[config.mk]
export PLATFORM = sky130hd
export DESIGN_NAME = scarf_regmap_param_flat
export DESIGN_NICKNAME = d
export VERILOG_FILES = /design/src/rtl/scarf_regmap_param_if.sv /design/src/rtl/scarf_regmap_param.sv /design/src/flat_wrapper.sv
export SDC_FILE = /design/constraint.sdc
export NUM_CORES = 1
export LEC_CHECK = 0
export ABC_AREA = 0
export CAP_MARGIN = 25
export CORE_ASPECT_RATIO = 0.8
export CORE_MARGIN = 1
export CORE_UTILIZATION = 40
export CTS_CLUSTER_DIAMETER = 150
export DETAILED_ROUTE_END_ITERATION = 10
export HOLD_SLACK_MARGIN = 0.06
export PLACE_DENSITY = 0.73
export SLEW_MARGIN = 10
export SYNTH_ARGS = -nofsm -noshare
export SYNTH_HDL_FRONTEND = slang
export SYNTH_SLANG_ARGS = --single-unit
[constraint.sdc]
create_clock -name clk -period 2.5 [get_ports clk]
set_clock_uncertainty 0.05 [all_clocks]
set_input_delay 0.5 -clock clk [delete_from_list [all_inputs] [get_ports clk]]
set_output_delay 0.5 -clock clk [all_outputs]
set_load 0.01 [all_outputs]
[src/rtl/scarf_regmap_param_if.sv]
// SCARF byte-bus bundle between the bus deserialiser (master) and a register-map slave.
// read_data_out is the only slave-driven signal.
interface scarf_regmap_param_if;
  logic [7:0] data_in;
  logic       data_in_valid;
  logic       data_in_finished;
  logic [6:0] slave_id;
  logic       rnw;
  logic [7:0] read_data_out;

  modport master (
    output data_in, data_in_valid, data_in_finished, slave_id, rnw,
    input  read_data_out
  );

  modport slave (
    input  data_in, data_in_valid, data_in_finished, slave_id, rnw,
    output read_data_out
  );
endinterface

[src/rtl/scarf_regmap_param.sv]
// SCARF register-map slave: NUM_REGS byte registers (RW / RO / W1C) behind one slave ID.
// RW writes are staged and become visible on cfg_regs_out atomically at transaction end.
module scarf_regmap_param #(
  parameter logic [6:0]            SLAVE_ID  = 7'h01,
  parameter int                    NUM_REGS  = 8,
  parameter int                    ADDR_W    = 4,
  parameter logic                  WRAP_EN   = 1'b0,
  parameter logic [NUM_REGS*8-1:0] RESET_VAL = '0,
  parameter logic [NUM_REGS-1:0]   RO_MASK   = '0,
  parameter logic [NUM_REGS-1:0]   W1C_MASK  = '0
) (
  input  logic                    clk,
  input  logic                    rst_sync,
  scarf_regmap_param_if.slave     bus,
  input  logic [NUM_REGS*8-1:0]   status_in,
  input  logic [NUM_REGS*8-1:0]   event_in,
  output logic [NUM_REGS*8-1:0]   cfg_regs_out,
  output logic                    commit_pulse
);
  localparam logic [ADDR_W:0]   NUM_REGS_W = (ADDR_W + 1)'(NUM_REGS);
  localparam logic [ADDR_W-1:0] LAST_ADDR  = ADDR_W'(NUM_REGS - 1);

  logic [NUM_REGS-1:0][7:0] stage_q, stage_d;
  logic [NUM_REGS-1:0][7:0] commit_q, commit_d;
  logic [NUM_REGS-1:0][7:0] w1c_q, w1c_d;
  logic [ADDR_W-1:0]        addr_q, addr_d;
  logic                     first_q, first_d, final_q, final_d;
  logic                     dirty_q, dirty_d, pulse_q, pulse_d;
  logic                     valid_slave_s, byte_s, access_s, wr_s;
  logic [NUM_REGS-1:0]      sel_s;
  logic [7:0]               rd_reg_s;

  assign valid_slave_s = (bus.slave_id == SLAVE_ID);
  // A byte arriving together with finished is dropped.
  assign byte_s   = bus.data_in_valid & valid_slave_s & ~bus.data_in_finished;
  assign access_s = byte_s & ~first_q & ~final_q;
  assign wr_s     = access_s & ~bus.rnw;

  // Address decode; nothing is selected once the pointer is parked past the end.
  always_comb begin
    sel_s    = '0;
    rd_reg_s = 8'h00;
    for (int i = 0; i < NUM_REGS; i++) begin
      if (!final_q && (addr_q == ADDR_W'(i))) begin
        sel_s[i] = 1'b1;
        if (RO_MASK[i])       rd_reg_s = status_in[8*i +: 8];
        else if (W1C_MASK[i]) rd_reg_s = w1c_q[i];
        else                  rd_reg_s = stage_q[i];
      end else begin
        sel_s[i] = 1'b0;
      end
    end
  end

  // Combinational read byte.
  always_comb begin
    if (!valid_slave_s || !bus.rnw) bus.read_data_out = 8'h00;
    else if (first_q)               bus.read_data_out = {1'b0, SLAVE_ID};
    else                            bus.read_data_out = rd_reg_s;
  end

  // Transaction pointer, staging and commit.
  always_comb begin
    addr_d   = addr_q;
    first_d  = first_q;
    final_d  = final_q;
    dirty_d  = dirty_q;
    stage_d  = stage_q;
    commit_d = commit_q;
    pulse_d  = bus.data_in_finished & dirty_q;
    if (bus.data_in_finished) begin
      addr_d  = '0;
      first_d = 1'b1;
      final_d = 1'b0;
      dirty_d = 1'b0;
      for (int i = 0; i < NUM_REGS; i++) begin
        if (dirty_q && !RO_MASK[i] && !W1C_MASK[i]) commit_d[i] = stage_q[i];
        else                                        commit_d[i] = commit_q[i];
      end
    end else if (byte_s && first_q) begin
      addr_d  = bus.data_in[ADDR_W-1:0];
      first_d = 1'b0;
      final_d = ({1'b0, bus.data_in[ADDR_W-1:0]} >= NUM_REGS_W);
    end else if (access_s) begin
      if (addr_q == LAST_ADDR) begin
        if (WRAP_EN) addr_d  = '0;
        else         final_d = 1'b1;
      end else begin
        addr_d = addr_q + ADDR_W'(1);
      end
      for (int i = 0; i < NUM_REGS; i++) begin
        if (wr_s && sel_s[i] && !RO_MASK[i] && !W1C_MASK[i]) begin
          stage_d[i] = bus.data_in;
          dirty_d    = 1'b1;
        end else begin
          stage_d[i] = stage_q[i];
        end
      end
    end else begin
      addr_d = addr_q;
    end
  end

  // Sticky bits: events set, write-one clears, set wins over a same-cycle clear.
  always_comb begin
    for (int i = 0; i < NUM_REGS; i++) begin
      if (W1C_MASK[i]) begin
        w1c_d[i] = (w1c_q[i] & ~((wr_s && sel_s[i]) ? bus.data_in : 8'h00))
                 | event_in[8*i +: 8];
      end else begin
        w1c_d[i] = w1c_q[i];
      end
    end
  end

  // State registers.
  always_ff @(posedge clk) begin
    if (rst_sync) begin
      stage_q  <= RESET_VAL;
      commit_q <= RESET_VAL;
      w1c_q    <= RESET_VAL;
      addr_q   <= '0;
      first_q  <= 1'b1;
      final_q  <= 1'b0;
      dirty_q  <= 1'b0;
      pulse_q  <= 1'b0;
    end else begin
      stage_q  <= stage_d;
      commit_q <= commit_d;
      w1c_q    <= w1c_d;
      addr_q   <= addr_d;
      first_q  <= first_d;
      final_q  <= final_d;
      dirty_q  <= dirty_d;
      pulse_q  <= pulse_d;
    end
  end

  // Output view: RO slices read as zero, W1C slices are live.
  always_comb begin
    for (int i = 0; i < NUM_REGS; i++) begin
      if (RO_MASK[i])       cfg_regs_out[8*i +: 8] = 8'h00;
      else if (W1C_MASK[i]) cfg_regs_out[8*i +: 8] = w1c_q[i];
      else                  cfg_regs_out[8*i +: 8] = commit_q[i];
    end
  end

  assign commit_pulse = pulse_q;
endmodule

[src/flat_wrapper.sv]
// flat-port wrapper written by rule: the top's interface ports become plain ports
module scarf_regmap_param_flat 
#(
  parameter logic [6:0]            SLAVE_ID  = 7'h01,
  parameter int                    NUM_REGS  = 8,
  parameter int                    ADDR_W    = 4,
  parameter logic                  WRAP_EN   = 1'b0,
  parameter logic [NUM_REGS*8-1:0] RESET_VAL = '0,
  parameter logic [NUM_REGS-1:0]   RO_MASK   = '0,
  parameter logic [NUM_REGS-1:0]   W1C_MASK  = '0
)
  (clk, rst_sync, status_in, event_in, cfg_regs_out, commit_pulse, bus_data_in, bus_data_in_valid, bus_data_in_finished, bus_slave_id, bus_rnw, bus_read_data_out);
  scarf_regmap_param_if bus_i ();
  input  logic clk;
  input  logic rst_sync;
  input  logic [NUM_REGS*8-1:0] status_in;
  input  logic [NUM_REGS*8-1:0] event_in;
  output logic [NUM_REGS*8-1:0] cfg_regs_out;
  output logic commit_pulse;
  input wire logic [$bits(bus_i.data_in)-1:0] bus_data_in;
  input wire logic [$bits(bus_i.data_in_valid)-1:0] bus_data_in_valid;
  input wire logic [$bits(bus_i.data_in_finished)-1:0] bus_data_in_finished;
  input wire logic [$bits(bus_i.slave_id)-1:0] bus_slave_id;
  input wire logic [$bits(bus_i.rnw)-1:0] bus_rnw;
  output wire logic [$bits(bus_i.read_data_out)-1:0] bus_read_data_out;
  assign bus_i.data_in = bus_data_in;
  assign bus_i.data_in_valid = bus_data_in_valid;
  assign bus_i.data_in_finished = bus_data_in_finished;
  assign bus_i.slave_id = bus_slave_id;
  assign bus_i.rnw = bus_rnw;
  assign bus_read_data_out = bus_i.read_data_out;
  scarf_regmap_param #(.SLAVE_ID(SLAVE_ID), .NUM_REGS(NUM_REGS), .ADDR_W(ADDR_W), .WRAP_EN(WRAP_EN), .RESET_VAL(RESET_VAL), .RO_MASK(RO_MASK), .W1C_MASK(W1C_MASK)) u_core (.clk(clk), .rst_sync(rst_sync), .bus(bus_i), .status_in(status_in), .event_in(event_in), .cfg_regs_out(cfg_regs_out), .commit_pulse(commit_pulse));
endmodule
==> metrics.md, run 1 <==
| Metric | Value |
|---|---|
| Status | finished with violations |
| Failing checks | design-rule violations, negative setup slack |
| CP Class | reg -> out |
| CTS tree | yes |
| Synth Area in Compound Gates | 13.8% |
| Clock root buffer master | clkbuf_16 |
| Finished Cell Area | 8260 sq um |
| Sequential element share of the synthesized area | 45.4% |
| RSZ-0062 raised after global routing | true |
| Mux share of post-synthesis cell area | 10.8% |
| F_max | 345 MHz |
| Ratio of final minimum period to clock period | 116% |
| Initial antenna violation count | 0 |
| H-Tree Depth | 4 |
| Post-synthesis xor/xnor area fraction | 0.146% |
| Worst-Margin Slew | 0.647 ns |
| Drt pass-1 iters | 10 |
| Starting DRT DRC Count | 457 |
| Die height | 112 um |
| Setup Viol. Count Final | 8 |
| Core area | 14400 sq um |
| Starting Density | 41.6% |
| DR vias/cell | 5.34 |
| Reg2reg start | u_core.final_q$_SDFFE_PP0P_ |
| Crit Path Max Fanout | 6 |
| Mapped Area | 6000 sq um |
| R2r setup slk | 0.41 ns |
| Main combinational cell family by area after synthesis | simple AND/OR/NAND/NOR gates |
| Worst setup EP type | primary output |
| Top_reg_cell synth | dfxtp_1 |
| Num rows | 39 |
| Clk buf depth | 2 |
| Hold_sp | u_core.cfg_regs_out[50]$_SDFFE_PP0P_ |
| Fraction of registers with async set/reset | 0% |
| Hold Crit Class | reg -> reg |
| Final setup margin | -0.395 ns |
| Routed WL per cell | 17.4 um |
| Fillers | 1261 |
| Layout cells sized above 1 | 17.3% |
| Largest net degree at the start of global routing | 57 |
| WHS | 0.402 ns |
| Hold Buf Count CTS | 0 |
| Routed Wire Length | 17300 um |
| Num Clock Sinks | 136 |
| Detailed placement HPWL | 11400 um |
| Setup slack at placement | -0.657 ns |
| First-pass GRT wire length | 27500 um |
| PwrDens | 611 nW/um^2 |
| Hold path depth | 2 |
| Worst setup path start | u_core.addr_q[0]$_SDFFE_PP0P_ |
| # DRC | 4 |
| Arrival time worst endpoint | 2.34 ns |
| Final net count | 952 |
| Syn avg cell area | 8.73 sq um |
| Area post-placement | 7350 sq um |
| Post-synth net total | 840 |
| DRT antenna net count | 0 |
| Reg2reg end | u_core.stage_q[0]$_SDFFE_PP0P_ |
| Hold EP | u_core.cfg_regs_out[50]$_SDFFE_PP0P_ |
| Netlist cell types | 53 |
| PortBufs | 92 |
| Later-pin clock latency in the skew report | 0.41 ns |
| CTS Buf Count | 17 |
| Synth Area in Simple Gates | 24.6% |
| Worst Reg-to-Reg Cells | 6 |
| Vias in the first global route | 5067 |
| FF+latch count, synth | 136 |
| Synth Instances | 688 |
| Overall Global Routing Usage | 22.9% |
| Tmin final | 2.89 ns |
| Die footprint | 15500 sq um |
| Max cap viols | 0 |
| GP Congestion | 0.897 |
| Worst path required time | 1.95 ns |
| Crit start category | flop |
| Synth warn | 0 |
| LEAKAGE | 0.00321 uW |
| # diodes | 0 |
| Adder-Cell Fraction of Synth Area | 0.834% |
| Worst rel slew slack | 56.9% |
| Final Hold Fails | 0 |
| Slew Limit Fails | 0 |
| Total grt overflow | 0 |
| Io pins | 221 |
| VDD IR-drop max | 0.448 mV |
| Via Count | 5319 |
| EDFF count, synth | 0 |
| Die width | 139 um |
| Syn-to-layout area delta | 37.6% |
| Worst-path clk slew | 0.06 ns |
cells in the mapped netlist, drive strengths merged (7+ instances only):
| library cell | instances | area (sq um) |
|---|---|---|
| clkbuf | 36 | 135 |
| buf | 19 | 88.8 |
| inv | 12 | 45.0 |
| nor2 | 12 | 45.0 |
| nor3 | 7 | 46.3 |
| a221oi | 8 | 70.1 |
| o21ai | 11 | 55.1 |
| o2bb2ai | 7 | 61.3 |
| mux2i | 65 | 651 |
| nand3 | 10 | 100 |
| a211oi | 7 | 52.6 |
| a21oi | 91 | 455 |
| dfxtp | 136 | 2720 |
| nand2 | 140 | 538 |
| nand2b | 72 | 450 |
| nor2b | 10 | 62.6 |
worst max path at each step:
stage / slack (ns) / to / depth (start not counted)
6_report: -0.39 / bus_read_data_out[1] / 9
5_1_grt: -0.42 / bus_read_data_out[1] / 9
4_1_cts: -0.38 / bus_read_data_out[3] / 5
3_5_place_dp: -0.66 / bus_read_data_out[1] / 7
3_3_place_gp: -0.66 / bus_read_data_out[1] / 7
2_1_floorplan: 0.07 / bus_read_data_out[1] / 5
layout by cell type, fill, tap and decap left out, drive strengths merged, types with 2 or more instances in the layout:
cell type	n
nand2	140
dfxtp	136
a21oi	91
clkdlybuf4s50	83
nand2b	72
mux2i	65
buf	64
clkbuf	23
inv	14
nor2	12
o21ai	11
nor2b	10
nand3	10
a221oi	8
o2bb2ai	7
a211oi	7
nor3	7
o32a	6
or4	5
ha	4
bufinv	4
nor3b	4
nand4	3
clkinv	3
nor4	2
and2	2
cell families after synthesis:
kind of cell / after synthesis
simple gates: 277
compound gates: 138
flops: 136
buf+inv: 67
mux: 65
fa+ha+maj: 4
xor+xnor: 1
routing by layer:
layer	GRT usage (%)	vias to the layer above	wire, um
met5	0	-	0
met4	7.04	0	151
met3	4.90	14	1240
met2	34.5	208	7670
met1	32.5	2521	8260
li1	-	2576	-
final cells by class:
class	instances	area, sq um	area share [%]
clock buffers	22	484	5.86
clock inverters	10	164	1.98
inverters	12	50.0	0.606
multi-input cells	485	3190	38.6
flip-flops and latches	136	2730	33.1
well taps	184	230	2.79
repair buffers	148	1420	17.1
where the power goes:
| part | internal, uW | switching [uW] |
|---|---|---|
| sequential | 2170 | 0.156 |
| clock | 1780 | 957 |
| combinational | 61.4 | 77.2 |
| total | 4010 | 1030 |
stage by stage:
stage,util (%),TNS [ns],power [uW],instances
final,57.2,-2.63,5040,997
after CTS,56.6,-2.47,5070,993
after floorplan,-,0,2280,688
after global routing,57.2,-2.92,5180,997
after global placement,50.9,-7.17,2350,955
after detailed placement,50.9,-7.46,2350,955
sequential cells by signal, indices dropped and copies added, names as in the netlist:
register,cells
u_core.first_q,1
u_core.dirty_q,1
u_core.final_q,1
u_core.cfg_regs_out,64
u_core.stage_q,64
u_core.commit_pulse,1
u_core.addr_q,4
worst max-delay path, cell delays in order (launching register included):
cell      delay, ns
dfxtp_4        0.37
inv_4          0.07
buf_6          0.10
ha_4           0.13
nor2b_1        0.12
buf_4          0.17
a221oi_2       0.08
o32a_1         0.40
a211oi_2       0.28
buf_2          0.19
what timing repair did:
item                                    in CTS  in global routing
setup buffers                                5                  3
resized for setup                           72                 13
endpoints found under the setup margin       8                  8
gates cloned                                 1                  1
pin swaps                                   15                 15
No activity file was read; power rests on OpenSTA's default activity.
==> run 2: changes to the inputs <==
--- a/config.mk
+++ b/config.mk
@@ -11,6 +11,7 @@
 export CORE_MARGIN = 1
 export CORE_UTILIZATION = 40
 export CTS_CLUSTER_DIAMETER = 150
+export CTS_CLUSTER_SIZE = 16
 export DETAILED_ROUTE_END_ITERATION = 10
 export HOLD_SLACK_MARGIN = 0.06
 export PLACE_DENSITY = 0.73
==> results of run 2 <==
Same layout as run 1: the final DEF is identical, and so are final timing and power.
==> run 3: changes to the inputs <==
--- a/config.mk
+++ b/config.mk
@@ -7,14 +7,16 @@
 export LEC_CHECK = 0
 export ABC_AREA = 0
 export CAP_MARGIN = 25
+export CELL_PAD_IN_SITES_DETAIL_PLACEMENT = 1
+export CELL_PAD_IN_SITES_GLOBAL_PLACEMENT = 1
 export CORE_ASPECT_RATIO = 0.8
 export CORE_MARGIN = 1
-export CORE_UTILIZATION = 40
+export CORE_UTILIZATION = 32
 export CTS_CLUSTER_DIAMETER = 150
 export CTS_CLUSTER_SIZE = 16
 export DETAILED_ROUTE_END_ITERATION = 10
 export HOLD_SLACK_MARGIN = 0.06
-export PLACE_DENSITY = 0.73
+export PLACE_DENSITY_LB_ADDON = 0.1
 export SLEW_MARGIN = 10
 export SYNTH_ARGS = -nofsm -noshare
 export SYNTH_HDL_FRONTEND = slang
==> metrics.md, run 3 (synthesis results as in run 1) <==
| Metric | Value |
|---|---|
| LEAKAGE | 0.00318 uW (-0.97%) |
| Hold Crit Class | reg -> reg |
| Slowest stage delay, CP | 0.49 ns (+0.09 ns) |
| VDD IR-drop max | 0.398 mV (-11%) |
| Initial antenna violation count | 0 (unchanged) |
| CTS tree | yes |
| PwrDens | 575 nW/um^2 (-5.8%) |
| CTS Buf Count | 17 (unchanged) |
| Drt pass-1 iters | 4 (-6) |
| Critical-path cell list | ha_4, or4_4, o32a_1, a211oi_2, buf_2 |
| # diodes | 0 (unchanged) |
| Worst-path clk slew | 0.06 ns (about the same) |
| Slowest stage cell, crit path | or4_4 |
| Area post-placement | 7480 sq um (+1.8%) |
| Die height | 125 um (+12%) |
| Most common cell after layout, fill and taps aside | nand2_1 |
| Starting DRT DRC Count | 276 (-40%) |
| Max cap viols | 0 (unchanged) |
| Finished Cell Area | 8270 sq um (+0.14%) |
| CP Class | reg -> out |
| Worst path bufs/invs | 1 (-3) |
| # DRC | 0 (-4) |
| Final net count | 954 (+0.21%) |
| Int Pwr | 3740 uW (-6.7%) |
| Status | finished with violations |
| Overall Global Routing Usage | 20.9% (-1.9 points) |
| Ratio of final minimum period to clock period | 113% (-3.0 points) |
| Worst path required time | 1.95 ns (about the same) |
| First-pass GRT wire length | 30900 um (+12%) |
| DRT antenna net count | 0 (unchanged) |
| Switch Pwr | 1010 uW (-1.9%) |
| Final setup margin | -0.321 ns (+0.0741 ns) |
| Num Clock Sinks | 136 (unchanged) |
| Clk buf depth | 2 (unchanged) |
| PortBufs | 92 (unchanged) |
| Crit Path Max Fanout | 7 (+1) |
| Final Util | 45.2% (-12 points) |
| Starting Density | 32.8% (-8.7 points) |
| Via Count | 5338 (+0.36%) |
| Layout cells sized above 1 | 17.4% (+0.080 points) |
| Die width | 155 um (+12%) |
| F_max | 355 MHz (+2.6%) |
| Core area | 18300 sq um (+27%) |
| Vias in the first global route | 5596 (+10%) |
| Crit start category | flop |
| M1 WL | 9300 um (+13%) |
| Combinational power share | 3.0% (+0.3 points) |
| Largest net degree at the start of global routing | 78 (+37%) |
| Clock root buffer master | clkbuf_16 |
| GP Congestion | 0.829 (-7.5%) |
| Failing checks | negative setup slack |
| Final Hold Fails | 0 (unchanged) |
| Switching Fraction | 21.3% (+0.82 points) |
| Die footprint | 19300 sq um (+25%) |
| Total grt overflow | 0 (unchanged) |
| H-Tree Depth | 4 (unchanged) |
| Syn-to-layout area delta | 37.8% |
| Later-pin clock latency in the skew report | 0.42 ns (about the same) |
| Worst setup EP type | primary output |
| Met2 wire len | 9020 um (+18%) |
| Worst-Margin Slew | 0.713 ns (+0.0658 ns) |
| Detailed placement HPWL | 13400 um (+18%) |
| Seq pwr share | 45.5% (+2.6 points) |
| DR vias/cell | 5.00 (-6.3%) |
| Routed Wire Length | 19400 um (+12%) |
| R2r setup slk | 0.44 ns (+0.03 ns) |
| Num rows | 44 (+13%) |
| Io pins | 221 (unchanged) |
| Worst rel slew slack | 52.5% (-4.4 points) |
| Routed WL per cell | 18.2 um (+4.5%) |
| Tmin final | 2.82 ns (-0.0741 ns) |
| Fillers | 2112 (+67%) |
| Most frequent cells in the layout | nand2_1 (136), dfxtp_1 (134), a21oi_1 (88) |
| Arrival time worst endpoint | 2.27 ns (-0.07 ns) |
| Metal3 WL | 815 um (-34%) |
| Slew Limit Fails | 0 (unchanged) |
| RSZ-0062 raised after global routing | true |
| Largest delay contributor family on the critical path | compound AO/OA/AOI/OAI gates |
| Setup Viol. Count Final | 8 (unchanged) |
| Clock Power Share | 51.5% (-2.8 points) |
| Top Metal Used | met4 |
## run 3: cell types whose count changed in the layout (fill, tap and decap cells not counted), moves of 3 or more
cell      before  now
a221oi_2       6    3
clkbuf_1       1    5
o21ai_2        0    4
a221oi_1       2    5
buf_4         42   46
o21ai_1        7    3
## run 3: through the flow
| step | total power (uW) | instances | hold slack, ns | setup TNS, ns | worst slack [ns] |
|---|---|---|---|---|---|
| 6_report | 4760 | 1068 | 0.404 | -2.24 | -0.321 |
| 3_5_place_dp | 2360 | 1030 | 0.397 | -10.28 | -0.778 |
| 2_1_floorplan | 2280 | 688 | 0.393 | 0 | 0.0717 |
| 5_1_grt | 4930 | 1068 | 0.420 | -2.72 | -0.371 |
| 3_3_place_gp | 2360 | 1030 | 0.396 | -9.64 | -0.622 |
| 4_1_cts | 4820 | 1066 | 0.397 | -2.51 | -0.372 |
## run 3: metal layers
| metal | up-vias | GRT usage [%] |
|---|---|---|
| met5 | - | 0 |
| met4 | 0 | 7.05 |
| met3 | 14 | 4.49 |
| met2 | 102 | 32.6 |
| met1 | 2646 | 28.5 |
| li1 | 2576 | - |
## run 3: path summary, 6_finish.rpt
| kind | startpoint | to | cells after the start |
|---|---|---|---|
| setup reg to reg | u_core.addr_q[3]$_SDFFE_PP0P_ | u_core.stage_q[3]$_SDFFE_PP0P_ | 7 |
| hold reg to reg | u_core.cfg_regs_out[21]$_SDFFE_PP0P_ | u_core.cfg_regs_out[21]$_SDFFE_PP0P_ | 2 |
| hold / removal | u_core.cfg_regs_out[21]$_SDFFE_PP0P_ | u_core.cfg_regs_out[21]$_SDFFE_PP0P_ | 2 |
| setup / recovery | u_core.addr_q[1]$_SDFFE_PP0P_ | bus_read_data_out[2] | 5 |
## run 3: cell type report
type	count	area (sq um)	share of cell area [%]
tap	253	317	3.83
timing repair buffer	150	1430	17.2
sequential	136	2730	33.0
inverter	12	45.0	0.545
clock inverter	8	96.3	1.16
multi-input combinational	485	3190	38.5
clock buffer	24	472	5.70
## run 3: tightest hold or removal path, cell delays in order, from the launching register on
cell	delay (ns)
dfxtp_1	0.30
nand2_1	0.05
a21oi_1	0.05
## run 3: power groups by stage
stage / clock, uW / sequential, uW / combinational (uW)
floorplan: 0 / 2220 / 69.4
global placement: 0 / 2220 / 141
detailed placement: 0 / 2220 / 142
CTS: 2510 / 2170 / 143
global route: 2620 / 2160 / 152
finish: 2450 / 2170 / 142
## run 3: repair_timing
action / 4_1_cts / 5_1_grt
hold buffers: 0 / 0
pin swaps: 18 / 12
buffers inserted: 4 / 2
setup endpoints to repair: 8 / 8
gates resized for setup: 77 / 12
